===== src/rtl/alu_issue_stage.sv =====
// ALU issue stage: decodes an RV32I instruction into an ALU select code and
// operands, presented from a registered output stage with valid/ready flow control.
module alu_issue_stage #(
    parameter int         CNT_W       = 16,
    parameter logic [3:0] ILLEGAL_SEL = 4'b0000
) (
    input  logic             clk,
    input  logic             rst,
    input  logic             in_valid,
    output logic             in_ready,
    input  logic [31:0]      in_instr,
    input  logic [31:0]      in_rs1_data,
    input  logic [31:0]      in_rs2_data,
    input  logic             flush,
    output logic             out_valid,
    input  logic             out_ready,
    output logic [3:0]       out_alu_sel,
    output logic [31:0]      out_a,
    output logic [31:0]      out_b,
    output logic             out_invert,
    output logic             out_is_mem,
    output logic             out_illegal,
    output logic [CNT_W-1:0] illegal_cnt
);

    localparam logic [3:0] SEL_AND = 4'b0000;
    localparam logic [3:0] SEL_OR  = 4'b0001;
    localparam logic [3:0] SEL_ADD = 4'b0010;
    localparam logic [3:0] SEL_SUB = 4'b0110;
    localparam logic [3:0] SEL_SLT = 4'b0111;
    localparam logic [3:0] SEL_SEQ = 4'b1111;

    localparam logic [6:0] OP_R      = 7'b0110011;
    localparam logic [6:0] OP_IMM    = 7'b0010011;
    localparam logic [6:0] OP_LOAD   = 7'b0000011;
    localparam logic [6:0] OP_STORE  = 7'b0100011;
    localparam logic [6:0] OP_BRANCH = 7'b1100011;

    logic [6:0]  opcode;
    logic [2:0]  funct3;
    logic [6:0]  funct7;
    logic [31:0] imm_i;
    logic [31:0] imm_s;
    logic        accept;

    logic [3:0]  dec_sel;
    logic [31:0] dec_a;
    logic [31:0] dec_b;
    logic        dec_invert;
    logic        dec_is_mem;
    logic        dec_illegal;

    assign opcode = in_instr[6:0];
    assign funct3 = in_instr[14:12];
    assign funct7 = in_instr[31:25];
    assign imm_i  = {{20{in_instr[31]}}, in_instr[31:20]};
    assign imm_s  = {{20{in_instr[31]}}, in_instr[31:25], in_instr[11:7]};

    assign in_ready = !out_valid || out_ready;
    assign accept   = in_valid && in_ready;

    always_comb begin
        dec_sel     = ILLEGAL_SEL;
        dec_a       = in_rs1_data;
        dec_b       = in_rs2_data;
        dec_invert  = 1'b0;
        dec_is_mem  = 1'b0;
        dec_illegal = 1'b0;
        case (opcode)
            OP_R: begin
                case ({funct7, funct3})
                    {7'h00, 3'b000}: dec_sel = SEL_ADD;
                    {7'h20, 3'b000}: dec_sel = SEL_SUB;
                    {7'h00, 3'b111}: dec_sel = SEL_AND;
                    {7'h00, 3'b110}: dec_sel = SEL_OR;
                    {7'h00, 3'b010}: dec_sel = SEL_SLT;
                    default:         dec_illegal = 1'b1;
                endcase
            end
            OP_IMM: begin
                dec_b = imm_i;
                case (funct3)
                    3'b000:  dec_sel = SEL_ADD;
                    3'b111:  dec_sel = SEL_AND;
                    3'b110:  dec_sel = SEL_OR;
                    3'b010:  dec_sel = SEL_SLT;
                    default: dec_illegal = 1'b1;
                endcase
            end
            OP_LOAD: begin
                dec_sel    = SEL_ADD;
                dec_b      = imm_i;
                dec_is_mem = 1'b1;
            end
            OP_STORE: begin
                dec_sel    = SEL_ADD;
                dec_b      = imm_s;
                dec_is_mem = 1'b1;
            end
            OP_BRANCH: begin
                // Only SEQ/SLT exist in the ALU; NE and GE come from inverting their result.
                case (funct3)
                    3'b000:  dec_sel = SEL_SEQ;
                    3'b001: begin dec_sel = SEL_SEQ; dec_invert = 1'b1; end
                    3'b100:  dec_sel = SEL_SLT;
                    3'b101: begin dec_sel = SEL_SLT; dec_invert = 1'b1; end
                    default: dec_illegal = 1'b1;
                endcase
            end
            default: dec_illegal = 1'b1;
        endcase
        if (dec_illegal) begin
            dec_sel    = ILLEGAL_SEL;
            dec_a      = '0;
            dec_b      = '0;
            dec_invert = 1'b0;
            dec_is_mem = 1'b0;
        end
    end

    // Flush wins over accept so a redirected instruction never reaches the ALU or the counter.
    always_ff @(posedge clk) begin
        if (rst) begin
            out_valid   <= 1'b0;
            out_alu_sel <= 4'b0000;
            out_a       <= '0;
            out_b       <= '0;
            out_invert  <= 1'b0;
            out_is_mem  <= 1'b0;
            out_illegal <= 1'b0;
            illegal_cnt <= '0;
        end else if (flush) begin
            out_valid <= 1'b0;
        end else if (accept) begin
            out_valid   <= 1'b1;
            out_alu_sel <= dec_sel;
            out_a       <= dec_a;
            out_b       <= dec_b;
            out_invert  <= dec_invert;
            out_is_mem  <= dec_is_mem;
            out_illegal <= dec_illegal;
            if (dec_illegal && (illegal_cnt != {CNT_W{1'b1}}))
                illegal_cnt <= illegal_cnt + CNT_W'(1);
        end else if (out_ready) begin
            out_valid <= 1'b0;
        end
    end

endmodule


===== config.mk =====
export PLATFORM = sky130hd
export DESIGN_NAME = alu_issue_stage
export DESIGN_NICKNAME = d
export VERILOG_FILES = /design/src/rtl/alu_issue_stage.sv
export SDC_FILE = /design/constraint.sdc
export NUM_CORES = 1
export LEC_CHECK = 0
export ABC_CLOCK_PERIOD_IN_PS = 6250
export BUFFER_PORTS_ARGS = -buffer_cell sky130_fd_sc_hd__buf_2
export CAP_MARGIN = 15
export CORE_ASPECT_RATIO = 1.1
export CORE_UTILIZATION = 40
export CTS_BUF_LIST = sky130_fd_sc_hd__clkbuf_8 sky130_fd_sc_hd__clkbuf_16
export DETAILED_ROUTE_END_ITERATION = 12
export GPL_TIMING_DRIVEN = 1
export MAX_ROUTING_LAYER = met4
export PLACE_DENSITY = 0.71
export SLEW_MARGIN = 0
export SYNTH_ARGS = -nofsm -noshare
export SYNTH_HDL_FRONTEND = slang
export SYNTH_SLANG_ARGS = --single-unit

===== constraint.sdc =====
create_clock -name clk -period 6.25 [get_ports clk]
set_input_delay 0 -clock clk [delete_from_list [all_inputs] [get_ports clk]]
set_output_delay 0 -clock clk [all_outputs]
set_load 0.02 [all_outputs]

==> results, run 1 <==
- After detailed routing, the wire length on met1 is 4970 um.
- The mean number of vias per cell is 5.19.
- Setup total negative slack on the finished layout was measured at 0 ns.
- The largest single stage delay on the critical path is 0.57 ns.
- The worst slew margin relative to its limit is 49.0%.
- The wire length of the first global-routing pass is 18100 um.
- The share of the clock period used by the worst path is 37.0%.
- For the worst setup path, the data arrival time is 2.55 ns.
- The launch instance of the worst min-delay path is in_instr[30].
- The nature of the critical path startpoint is a flop.
- The worst hold slack across all endpoints is 0.0261 ns.
- Total power for the finished layout comes to 1.04 mW.
- The floorplan step set the die height to 103 um.
- For hold timing, the worst endpoint is out_b[10]$_SDFFE_PP0P_.
- In this run the worst path has a maximum fanout of 28.
- The number of setup violations in the final report is 0.
- The number of clock buffers added by TritonCTS is 9.
- The core region is 8920 sq um.
- The worst setup path is captured at a flop.
- The final critical-path required period is 2.31 ns.
- The maximum number of pins on one net before global-route repair is 58.
- Dividing total power by cell area gives a power density of 186 nW/um^2.
- In this run, the number of DRC markers left after iteration 0 of detailed routing was 146.
- The number of I/O port buffers is 184.
- Setup repair after global routing left no endpoint under its margin.
- The share of the core filled with cells in the final layout is 62.6%.
- The count of max-cap constraint violations is 0.
- Once the floorplan was initialized, standard cells occupied 41.4% of the core.
- Synthesis handed over a netlist of 457 instances.
- The number of design rule violations left after detail routing is 0.
- The maximum clock insertion buffer count is 2.
- The startpoint identified for the worst register-to-register timing path is illegal_cnt[0]$_SDFFE_PP0P_.
- For this design, the slowest cell found on the critical path is sky130_fd_sc_hd__or4_1.
- The overall die area is 9620 sq um.
- The flow ran to the end, and the final reports show no timing, DRC or antenna violations.
- The destination of the worst register-to-register timing path is illegal_cnt[12]$_SDFFE_PP0P_.
- The post-synthesis sequential element count is 88.
- The number of nets in the synthesized netlist is 559.
- The number of diodes added for antenna fixing is 0.
- The max-slew violation count came to 0.
- The number of different library cells used by synthesis comes to 42.
- The worst ir drop on vdd is 0.123 mV.
- After synthesis, flip-flops and latches occupy 47.7% of the total area.
- The number of global-route vias before repair came to 3818.
- The count of nets left with antenna violations once routing finished came out at 0.
- The number of H-tree branching levels is 3.
- For this design, the sink count on the clock tree is 88.
- The average wire per standard cell is 14.9 um.
- The number of cells on the worst reg-to-reg path is 6.
- The post-synthesis cell area is 3690 sq um.
- The clock root buffer is sky130_fd_sc_hd__clkbuf_8.
- The number of enable flip-flop cells after synthesis is 0.
- The initialized floorplan defines 36 standard-cell rows.
- The wire-length estimate of the detail-placed layout is 7870 um.
- The total iterations of the first detailed-routing run is 4.
- For the pin with the worst max-slew slack, the measured transition is 0.764 ns.
- The initial antenna violation count is 0.
- Wire segments on met3 add up to 712 um in the final route.
- The flip-flop cell with the highest count after synthesis is sky130_fd_sc_hd__dfxtp_1.
- At the end of the flow, the number of nets in the layout was 804.
- Summed over all nets, wire length on met2 after detailed routing comes to 6230 um.
- The area added between synthesis and finish is 51.3%.
- The average instance area after synthesis is 8.08 sq um.
- Data on the critical path is required at its endpoint by 6.49 ns.
- The depth of the worst hold-timing path is 3.
- Pin placement for this block handled 190 I/O pins.
- The routed layout has 4258 vias.
- The largest clock skew in the final design is 0.0130 ns.
- The proportion of synthesized flip-flops having asynchronous set or reset is 0%.
- The uppermost signal routing layer after detailed routing is met4.
- The insertion delay of the later-clocked pin in the worst-skew pair is 0.35 ns.
- The fraction of final layout cells with drive strength greater than 1 is 30.7%.
- The setup check on the worst reg-to-reg path leaves a slack of 3.94 ns.
- The total overflow left after global routing is 0.
- The weighted congestion at the end of routability-driven global placement is 0.909.
- The number of fill cells in the layout is 773.
- The number of hold violations in the final report was 0.
- Once the clock tree was built, the setup fixing pass inserted 0 buffers.
- The sum of routed wire length over all layers is 12200 um.
- Traced cell by cell, the critical path runs through ha_1 > nand3_2 > or4_1 > o211ai_4 > nor3_1 > mux2_4.
- The type of the worst min-delay path is input pin to flop.
- The warning count from the yosys run is 0.
- After clock tree synthesis, the clock-pin slew on the worst setup and hold paths is 0.09 ns.
- The critical path is of the flop to flop type.
- The clock tree from TritonCTS is done.
- The die is 93.6 um wide.
- Timing would allow up to 433 MHz.
- The overall track demand over capacity in global routing is 25.1%.
- The leakage power figure is 2.43 nW.
## placed cells by master (no fill, tap or decap), drive strengths merged, types with 9 or more instances in the layout
cell type	instances
or4	10
o31ai	9
nor3	12
inv	11
buf	191
o21ai	46
nand3	40
dlygate4sd3	73
a21oi	48
nand2	74
dfxtp	88
clkbuf	10
nor2	41
## synthesized netlist by cell type (2+ instances only)
cell type | count | area share [%]
sky130_fd_sc_hd__mux2i_1 | 8 | 2.2
sky130_fd_sc_hd__a211oi_1 | 2 | 0.41
sky130_fd_sc_hd__buf_2 | 5 | 0.68
sky130_fd_sc_hd__o21ai_0 | 44 | 6.0
sky130_fd_sc_hd__nand4_1 | 4 | 0.68
sky130_fd_sc_hd__buf_1 | 3 | 0.30
sky130_fd_sc_hd__nor3_1 | 11 | 1.5
sky130_fd_sc_hd__nand3_1 | 39 | 5.3
sky130_fd_sc_hd__or3_1 | 5 | 0.85
sky130_fd_sc_hd__nor2b_1 | 4 | 0.68
sky130_fd_sc_hd__or4_1 | 9 | 1.8
sky130_fd_sc_hd__nand2b_1 | 4 | 0.68
sky130_fd_sc_hd__clkbuf_1 | 20 | 2.0
sky130_fd_sc_hd__and3_1 | 3 | 0.51
sky130_fd_sc_hd__dfxtp_1 | 88 | 48
sky130_fd_sc_hd__mux2_4 | 2 | 0.81
sky130_fd_sc_hd__nor2_1 | 40 | 4.1
sky130_fd_sc_hd__o31ai_1 | 9 | 1.8
sky130_fd_sc_hd__nand2_1 | 74 | 7.5
sky130_fd_sc_hd__a21oi_1 | 48 | 6.5
sky130_fd_sc_hd__nor3b_1 | 2 | 0.41
sky130_fd_sc_hd__o21ai_1 | 2 | 0.27
sky130_fd_sc_hd__inv_1 | 8 | 0.81
sky130_fd_sc_hd__o221ai_1 | 5 | 1.2
## power by group
part,internal (mW),switching (mW)
logic,0.0677,0.0634
registers,0.563,0.00231
clock network,0.150,0.195
total,0.781,0.261
## registers in the layout, summed over array words and instances, names as in the netlist
register     count
out_alu_sel      4
illegal_cnt     16
out_b           32
out_valid        1
out_illegal      1
out_is_mem       1
out_a           32
out_invert       1
## repair_timing
action / in CTS / in global routing
resized for setup: 0 / 0
hold endpoints to repair: 65 / 0
hold buffers: 73 / 0
## area by class of cell
| type | instances | area [sq um] | area share, % |
|---|---|---|---|
| Tap cell | 114 | 143 | 2.55 |
| Clock inverter | 6 | 28.8 | 0.515 |
| Sequential cell | 88 | 1760 | 31.5 |
| Clock buffer | 10 | 138 | 2.46 |
| Multi-Input combinational cell | 331 | 1780 | 31.9 |
| Timing Repair Buffer | 264 | 1700 | 30.5 |
| Inverter | 8 | 30.0 | 0.538 |
## worst max path at each step
stage          cells after the start                            to                   startpoint
2_1_floorplan                      7  illegal_cnt[12]$_SDFFE_PP0P_  illegal_cnt[0]$_SDFFE_PP0P_
3_3_place_gp                       6        out_b[26]$_SDFFE_PP0P_                  in_instr[2]
3_5_place_dp                       6        out_b[13]$_SDFFE_PP0P_                  in_instr[2]
4_1_cts                            6        out_b[13]$_SDFFE_PP0P_                  in_instr[2]
5_1_grt                            8        out_b[26]$_SDFFE_PP0P_       out_valid$_SDFFE_PP0P_
6_report                           6  illegal_cnt[12]$_SDFFE_PP0P_  illegal_cnt[0]$_SDFFE_PP0P_
## routing by layer
metal	GRT usage (%)	vias up
met5	-	-
met4	11.5	0
met3	3.76	26
met2	45.1	172
met1	27.4	1970
li1	-	2090
## logic make-up (layout without fill, tap and decap cells)
kind of cell               after synthesis  in the layout  synth area share [%]
xor gates and xnor gates                 2              2                 0.475
DFF                                     88             88                  47.7
AOI/OAI and AO/OA                      117            117                  18.4
and+or+nand+nor                        201            201                  25.7
buffers and inverters                   38            288                  4.34
adders and majority gates                1              1                 0.339
muxes                                   10             10                  2.98
## stage by stage
stage / instances / area (sq um) / setup slack [ns]
3_3_place_gp: 731 / 4680 / 3.59
6_report: 821 / 5590 / 3.94
2_1_floorplan: 457 / 3690 / 4.05
3_5_place_dp: 731 / 4680 / 3.38
5_1_grt: 821 / 5590 / 3.74
4_1_cts: 820 / 5580 / 3.78
## worst max-delay path, delay by kind of cell, from the launching register on
family                   cells  cell delay (ns)
AO/OA/AOI/OAI                1             0.30
flip-flops                   1             0.44
multiplexers                 1             0.32
adder cells (fa/ha/maj)      1             0.25
AND/OR/NAND/NOR              3             0.90
(Power assumes the default switching activity.)
==> run 2: changes to the inputs <==
- ABC_AREA: unset -> 1
- ABC_CLOCK_PERIOD_IN_PS: 6250 -> 2400
- PLACE_DENSITY: 0.71 -> 0.68
- clock period: 6.25 -> 2.4 ns (I/O delays scaled with it)
==> run 2 against run 1 <==
  * Register-to-register slack lost 3.3 ns
  * Synthesized area grew 24%
  * Non-clock buffer count shrank 35
  * First-iteration DRC count grew 58%
  * Cell count grew 21%
==> results, run 2 <==
- The flow ran to the end, and the final reports show no timing, DRC or antenna violations.
- The adder and majority gate portion of the synthesized area is 0.273% (-0.065 points).
- The count of max-cap constraint violations is 0 (unchanged).
- The final-stage net count is 940 (+17%).
- The insertion delay of the later-clocked pin in the worst-skew pair came to 0.34 ns (about the same).
- The combined flip-flop and latch cell area came to 1760 sq um (unchanged).
- The die extent in y is 114 um (+11%).
- The average instance area after synthesis came to 7.21 sq um (-11%).
- By count the netlist is led by sky130_fd_sc_hd__nand2_1 (178), sky130_fd_sc_hd__dfxtp_1 (88), sky130_fd_sc_hd__nand3_1 (82).
- Setup repair after global routing left no endpoint under its margin.
- The number of diodes added for antenna fixing is 0 (unchanged).
- The overall track demand over capacity in global routing was 22.9% (-2.2 points).
- The post-CTS repair timing setup buffer count is 0 (unchanged).
- The number of cells produced by synthesis came to 635 (+39%).
- The number of enable flip-flop cells after synthesis is 0 (unchanged).
- The number of hold violations in the final report is 0 (unchanged).
- The worst setup path is launched from an input pin.
- The setup slack of the most critical reg-to-reg path is 0.65 ns (-3.29 ns).
- The number of H-tree branching levels is 3 (unchanged).
- The number of clock sinks seen by CTS is 88 (unchanged).
- The warning count from the yosys run came to 0 (unchanged).
- The worst path arrival time came to 2.37 ns (-0.18 ns).
- The maximum clock insertion buffer count was 2 (unchanged).
- The share of synthesized area spent on multiplexers came to 0% (-3.0 points).
- The synthesized-area fraction occupied by ao, oa, aoi and oai cells is 12.6% (-5.9 points).
- The library cells used most frequently in the layout, excluding fill and tap cells, are sky130_fd_sc_hd__buf_2 (183), sky130_fd_sc_hd__nand2_1 (177), sky130_fd_sc_hd__dfxtp_1 (88), sky130_fd_sc_hd__nand3_1 (82), sky130_fd_sc_hd__a21oi_1 (72).
- The post-route antenna net violation count is 0 (unchanged).
- The fraction of final layout cells with drive strength greater than 1 is 31.3% (+0.62 points).
- The number of setup violations in the final report is 0 (unchanged).
- STA classifies the critical path endpoint as a flop.
- The critical path buffer and inverter count is 2 (+2).
- The finished layout cell area is 6120 sq um (+9.6%).
- The overall die area was 11900 sq um (+23%).
- The average wire per standard cell is 13.0 um (-12%).
- The maximum clock frequency is 475 MHz.
- Sorting the synthesized cells by area gives the leading types as sky130_fd_sc_hd__dfxtp_1 (39%), sky130_fd_sc_hd__nand2_1 (15%), sky130_fd_sc_hd__nand3_1 (9.0%), sky130_fd_sc_hd__a21oi_1 (7.9%), sky130_fd_sc_hd__nand3_2 (5.3%).
- The final critical-path required period is 2.11 ns.
- The share of synthesized area occupied by flip-flops and latches is 38.5% (-9.2 points).
- The maximum number of pins on one net before global-route repair came to 65 (+12%).
- The clock transition at the registers of the reported paths is 0.07 ns (-0.02 ns).
- The number of global-route vias before repair is 4716 (+24%).
- The type of the worst min-delay path is input pin to flop.
- The clock root buffer is sky130_fd_sc_hd__clkbuf_16.
- The critical path is of the input pin to flop type.
- The number of I/O port buffers is 184 (unchanged).
- In the post-synthesis netlist, the cell with the most instances is sky130_fd_sc_hd__nand2_1.
- The transition time at the pin with the least slew margin is 0.980 ns (+0.216 ns).
- The total via count in the routed design came to 4872 (+14%).
- The cell area after placement is 5470 sq um (+17%).
- The largest stage delay on the critical path is 0.74 ns (+0.17 ns).
- The core box area is 11000 sq um (+23%).
- The maximum net fanout on the critical path is 64 (+130%).
- The sum of routed wire length over all layers is 12900 um (+5.6%).
- The xor-xnor portion of the synthesized cell area came to 2.11% (+1.6 points).
- The main combinational cell family by area after synthesis is simple AND/OR/NAND/NOR gates.
- Traced cell by cell, the critical path runs through dlygate4sd3_1 > buf_2 > nor2_1 > nand3_1 > a21oi_1 > nor2_2 > nor2_8 > nand3_1 > a21oi_1.
- The simple-gate share of the synthesized area is 35.6% (+9.9 points).
- The largest total area in the synthesized netlist belongs to sky130_fd_sc_hd__dfxtp_1.
- The number of buffers inserted for hold repair after clock tree synthesis was 37 (-49%).
- The leakage power figure was 2.74 nW (+13%).
- The final sum of negative setup slack is 0 ns (unchanged).
- The number of design rule violations left after detail routing is 0 (unchanged).
- The starting density of the core is 41.6% (+0.16 points).
- The data required time of the critical path is 2.66 ns (-3.83 ns).
- The largest registers in the layout are out_a x32, out_b x32, illegal_cnt x16.
- The power density over the cells is 512 nW/um^2 (+170%).
- Grouping stages by cell kind, the critical path spends the most delay in simple AND/OR/NAND/NOR gates.
- From synthesis to final layout, the design area changed by 33.8%.
- The number of nets in the synthesized netlist was 737 (+32%).
- The post-synthesis cell area came to 4580 sq um (+24%).
- The mean number of vias per cell is 4.92 (-5.1%).
- The clock tree from TritonCTS is done.
- The number of fill cells in the layout was 1069 (+38%).
- Among all flip-flop cells after synthesis, the most frequent one is sky130_fd_sc_hd__dfxtp_1.
- The count of distinct cell types in the synthesized netlist is 31 (-26%).
- The number of non-filler instances in the completed layout is 990 (+21%).
- The total half-perimeter wirelength after legalization and detailed placement is 8810 um (+12%).
- The largest clock skew in the final design is 0.0114 ns (-0.00161 ns).
- The fraction of post-synthesis cell area in the top cell type by area is 38.5% (-9.2 points).
- The global-route congestion overflow total is 0 (unchanged).
- The share of the clock period used by the worst path is 87.8%.
- The worst setup margin is 0.294 ns (-3.65 ns).
- The number of gates resized after cts is 0 (unchanged).
- The worst ir drop on vdd came to 0.426 mV (+250%).
- The number of standard-cell rows in the floorplan is 40 (+11%).
- The most common library cell in the layout ignoring fill and taps is sky130_fd_sc_hd__buf_2.
- The number of clock buffers inserted by TritonCTS is 9 (unchanged).
- The post-synthesis sequential element count was 88 (unchanged).
- The placed cell count is 937 (+28%).
- The max-slew violation count came to 0 (unchanged).
- The total iterations of the first detailed-routing run came to 5 (+1).
- The worst slew margin relative to its limit was 34.7% (-14 points).
- The horizontal extent of the die is 104 um (+11%).
- The pre-CTS setup slack is 0.384 ns (-3.00 ns).
- The weighted congestion at the end of routability-driven global placement was 0.873 (-4.0%).
- The violation count after the first detailed-routing iteration came to 230 (+58%).
- The proportion of synthesized flip-flops having asynchronous set or reset is 0% (unchanged).
- The initial antenna violation count is 0 (unchanged).
- The slowest stage of the critical path belongs to the cell sky130_fd_sc_hd__nor2_8.
- The wire length of the first global-routing pass was 21500 um (+19%).
- The multi-input gate area in the final layout is 2330 sq um (+31%).
- The number of I/O pins is 190 (unchanged).
## run 2: cells by family (layout without fill, tap and decap cells)
group	Yosys count	count (layout)
and+or+nand+nor	345	345
DFF	88	88
AOI/OAI and AO/OA	100	100
adders and majority gates	1	1
xor gates and xnor gates	11	11
buffers and inverters	90	298
## run 2: path summary, 6_finish.rpt
path                     startpoint                     end  depth (start not counted)
min reg2reg  out_b[10]$_SDFFE_PP0P_  out_b[10]$_SDFFE_PP0P_                          2
max                    in_instr[12]   out_a[7]$_SDFFE_PP0P_                          9
min                 in_rs2_data[12]  out_b[12]$_SDFFE_PP0P_                          5
max reg2reg  out_valid$_SDFFE_PP0P_  out_b[19]$_SDFFE_PP0P_                          8
## run 2: layout make-up
cell class                 instances  area share, %
clock buffer                       9           3.68
clock inverter                     7          0.981
inverter                          53           3.37
multi-input combinational        457           38.1
sequential                        88           28.8
tap                              147           3.00
timing repair buffer             229           22.1
## run 2: power by group
part,switching (mW),internal [mW]
combinational,0.202,0.144
clock,0.607,0.712
sequential,0.00577,1.47
total,0.814,2.32
## run 2: routing by layer
metal | track usage, % | share of wire [%] | vias to the layer above | wire [um]
li1 | - | - | 2466 | -
met1 | 25.9 | 43 | 2221 | 5550
met2 | 39.1 | 49 | 162 | 6380
met3 | 5.75 | 5.6 | 23 | 724
met4 | 8.76 | 1.9 | 0 | 250
met5 | - | 0 | - | 0
## run 2: metrics by stage
step | total power, mW | hold WS (ns) | util, %
after floorplan | 1.69 | 0.0785 | -
after global placement | 1.80 | 0.180 | 49.6
after detailed placement | 1.80 | 0.187 | 49.6
after CTS | 3.18 | 0.000651 | 55.6
after global routing | 3.28 | 0.0197 | 55.6
final | 3.14 | 0.0136 | 55.6
## run 2: tightest hold or removal path, delay by kind of cell
| family | cells | cell delay [ns] |
|---|---|---|
| compound gates | 1 | 0.05 |
| buf+inv | 2 | 0.14 |
| simple gates | 2 | 0.12 |
==> run 3: changes to the inputs <==
- CORE_ASPECT_RATIO: 1.1 -> 1.75
==> run 3 against run 2 <==
  * Non-clock buffer count increased by 7
  * Register-to-register slack about the same
  * Largest cell class unchanged
  * Fmax grew 7.7%
  * Sequential power hardly changed
  * Critical endpoint unchanged
  * First-iteration DRC count rose by 3.9%
  * Clock power is 28% higher
  * Design area up 2.5%
  * Power up 12%
==> results, run 3 (synthesis results as in run 2) <==
- The worst ir drop on vdd is 0.398 mV (-6.5%).
- The worst path arrival time was 2.21 ns (-0.16 ns).
- The violation count after the first detailed-routing iteration came to 239 (+3.9%).
- The share of total power in sequential cells is 41.8% (-5.2 points).
- The clock group share of total power was 47.9% (+5.9 points).
- The top cell types in the final layout, fill and taps aside, are sky130_fd_sc_hd__buf_2 (183), sky130_fd_sc_hd__nand2_1 (177), sky130_fd_sc_hd__dfxtp_1 (88), sky130_fd_sc_hd__nand3_1 (82), sky130_fd_sc_hd__a21oi_1 (72).
- The wire length of the first global-routing pass is 21900 um (+1.7%).
- The total half-perimeter wirelength after legalization and detailed placement came to 9490 um (+7.7%).
- The starting density of the core is 41.2% (-0.35 points).
- The number of cells on the worst reg-to-reg path was 8 (unchanged).
- The final critical-path required period came to 1.96 ns (-0.150 ns).
- The switching part of the total was 22.2% (-3.7 points).
- The area added between synthesis and finish is 37.1%.
- The max-slew violation count is 0 (unchanged).
- STA classifies the critical path endpoint as a flop.
- The maximum net fanout on the critical path is 29 (-55%).
- By startpoint and endpoint, the worst setup path is classified as input pin to flop.
- The maximum clock frequency is 511 MHz (+7.7%).
- The library cell used most frequently in the layout, excluding fill and tap cells, is sky130_fd_sc_hd__buf_2.
- The mean number of vias per cell is 5.03 (+2.3%).
- The sum of routed wire length over all layers is 13900 um (+7.6%).
- The post-route antenna net violation count is 0 (unchanged).
- The maximum clock insertion buffer count is 2 (unchanged).
- The number of global-route vias before repair is 4642 (-1.6%).
- The share of the core filled with cells in the final layout is 56.5% (+0.89 points).
- The largest registers in the layout are out_a x32, out_b x32, illegal_cnt x16.
- The share of the clock period used by the worst path was 81.5% (-6.2 points).
- The fraction of power consumed by combinational cells is 10.2% (-0.8 points).
- The global-route congestion overflow total was 0 (unchanged).
- The worst setup margin is 0.444 ns (+0.150 ns).
- The horizontal extent of the die is 82.9 um (-20%).
- The critical path starts at in_instr[12].
- The power density over the cells is 561 nW/um^2 (+9.6%).
- The maximum number of pins on one net before global-route repair is 63 (-3.1%).
- The number of design rule violations left after detail routing is 0 (unchanged).
- The number of H-tree branching levels is 3 (unchanged).
- The largest clock skew in the final design was 0.00703 ns (-0.00435 ns).
- The number of clock buffers inserted by TritonCTS is 9 (unchanged).
- The die extent in y is 143 um (+26%).
- The worst register-to-register path ends at illegal_cnt[13]$_SDFFE_PP0P_.
- The clock transition at the registers of the reported paths is 0.07 ns (about the same).
- The number of setup violations in the final report is 0 (unchanged).
- The core box area is 11100 sq um (+0.84%).
- The number of I/O port buffers is 184 (unchanged).
- The fraction of final layout cells with drive strength greater than 1 was 31.1% (-0.22 points).
- The clock tree from TritonCTS is done.
- The total iterations of the first detailed-routing run was 4 (-1).
- The weighted congestion at the end of routability-driven global placement is 0.938 (+7.4%).
- The overall track demand over capacity in global routing came to 23.7% (+0.79 points).
- The setup slack of the most critical reg-to-reg path is 0.65 ns (about the same).
- The pre-CTS setup slack is 0.577 ns (+0.194 ns).
- The start of the worst register-to-register path is illegal_cnt[0]$_SDFFE_PP0P_.
- The number of buffers inserted for hold repair after clock tree synthesis is 42 (+14%).
- The run finished with clean final reports.
- The post-CTS repair timing setup buffer count is 0 (unchanged).
- Setup repair after global routing left no endpoint under its margin.
- The average wire per standard cell is 14.1 um (+8.5%).
- The clock root buffer is sky130_fd_sc_hd__clkbuf_16.
- The type of the worst min-delay path is input pin to flop.
- The number of clock sinks seen by CTS is 88 (unchanged).
- The leakage power figure was 2.82 nW (+3.1%).
- The count of max-cap constraint violations is 0 (unchanged).
- The number of gates resized after cts is 0 (unchanged).
- The worst slew margin relative to its limit is 49.0% (+14 points).
- The transition time at the pin with the least slew margin is 0.765 ns (-0.215 ns).
- The power spent charging and discharging nets is 783 uW (-3.8%).
- The final-stage net count is 947 (+0.74%).
- The overall die area came to 11900 sq um (+0.14%).
- The final sum of negative setup slack was 0 ns (unchanged).
- The number of standard-cell rows in the floorplan came to 51 (+28%).
- STA classifies the critical path startpoint as an input pin.
- The insertion delay of the later-clocked pin in the worst-skew pair is 0.33 ns (about the same).
- The internal cell power is 2.74 mW (+18%).
- The initial antenna violation count was 1 (+1).
- The total via count in the routed design came to 4943 (+1.5%).
- The number of I/O pins is 190 (unchanged).
- The number of hold violations in the final report is 0 (unchanged).
- Following the worst setup path forward leads to its endpoint at out_a[7]$_SDFFE_PP0P_.
- The data required time of the critical path is 2.65 ns (about the same).
[run 3: per-layer routing]
layer | GRT usage (%) | routed length (um) | up-vias
met5 | - | 0 | -
met3 | 4.31 | 510 | 52
li1 | - | - | 2473
met1 | 25.1 | 5400 | 2244
met2 | 40.7 | 7190 | 174
met4 | 14.9 | 786 | 0
[run 3: through the flow]
step | area, sq um | std cells | power, mW | hold WS, ns
global route | 6270 | 982 | 3.65 | 0.0189
finish | 6270 | 982 | 3.52 | 0.00920
global placement | 5490 | 924 | 1.81 | 0.185
CTS | 6270 | 981 | 3.57 | 0.000680
detailed placement | 5490 | 924 | 1.81 | 0.199
floorplan | 4580 | 635 | 1.69 | 0.0785
[run 3: final cells by class]
| cell class | instances | area, sq um |
|---|---|---|
| Antenna cell | 1 | 2.50 |
| Clock buffer | 9 | 225 |
| Clock inverter | 6 | 133 |
| Fill cell | 1145 | 4830 |
| Inverter | 53 | 206 |
| Multi-Input combinational cell | 457 | 2320 |
| Sequential cell | 88 | 1760 |
| Tap cell | 132 | 165 |
| Timing Repair Buffer | 236 | 1460 |
[run 3: worst min-delay path by stage]
stage                    start                     end  slack [ns]  cells past startpoint
2_1_floorplan            flush  out_valid$_SDFFE_PP0P_        0.08                      1
3_3_place_gp             flush  out_valid$_SDFFE_PP0P_        0.18                      2
3_5_place_dp             flush  out_valid$_SDFFE_PP0P_        0.20                      2
4_1_cts        in_rs2_data[24]  out_b[24]$_SDFFE_PP0P_      0.0007                      5
5_1_grt        in_rs2_data[14]  out_b[14]$_SDFFE_PP0P_        0.02                      5
6_report       in_rs2_data[14]  out_b[14]$_SDFFE_PP0P_       0.009                      5
[run 3: critical path: stages]
cell and delay (ns):
sky130_fd_sc_hd__dlygate4sd3_1 0.53, sky130_fd_sc_hd__buf_2 0.16, sky130_fd_sc_hd__nor2_1 0.14, sky130_fd_sc_hd__nand3_1 0.12
sky130_fd_sc_hd__a21oi_1 0.21, sky130_fd_sc_hd__nor2_2 0.09, sky130_fd_sc_hd__nor2_8 0.38, sky130_fd_sc_hd__buf_4 0.31
sky130_fd_sc_hd__nand3_1 0.09, sky130_fd_sc_hd__a21oi_1 0.17
[run 3: power groups by stage]
stage	combinational, mW	sequential (mW)	clock, mW
2_1_floorplan	0.173	1.52	0
3_3_place_gp	0.305	1.51	0
3_5_place_dp	0.306	1.51	0
4_1_cts	0.360	1.47	1.73
5_1_grt	0.396	1.47	1.78
6_report	0.361	1.47	1.69
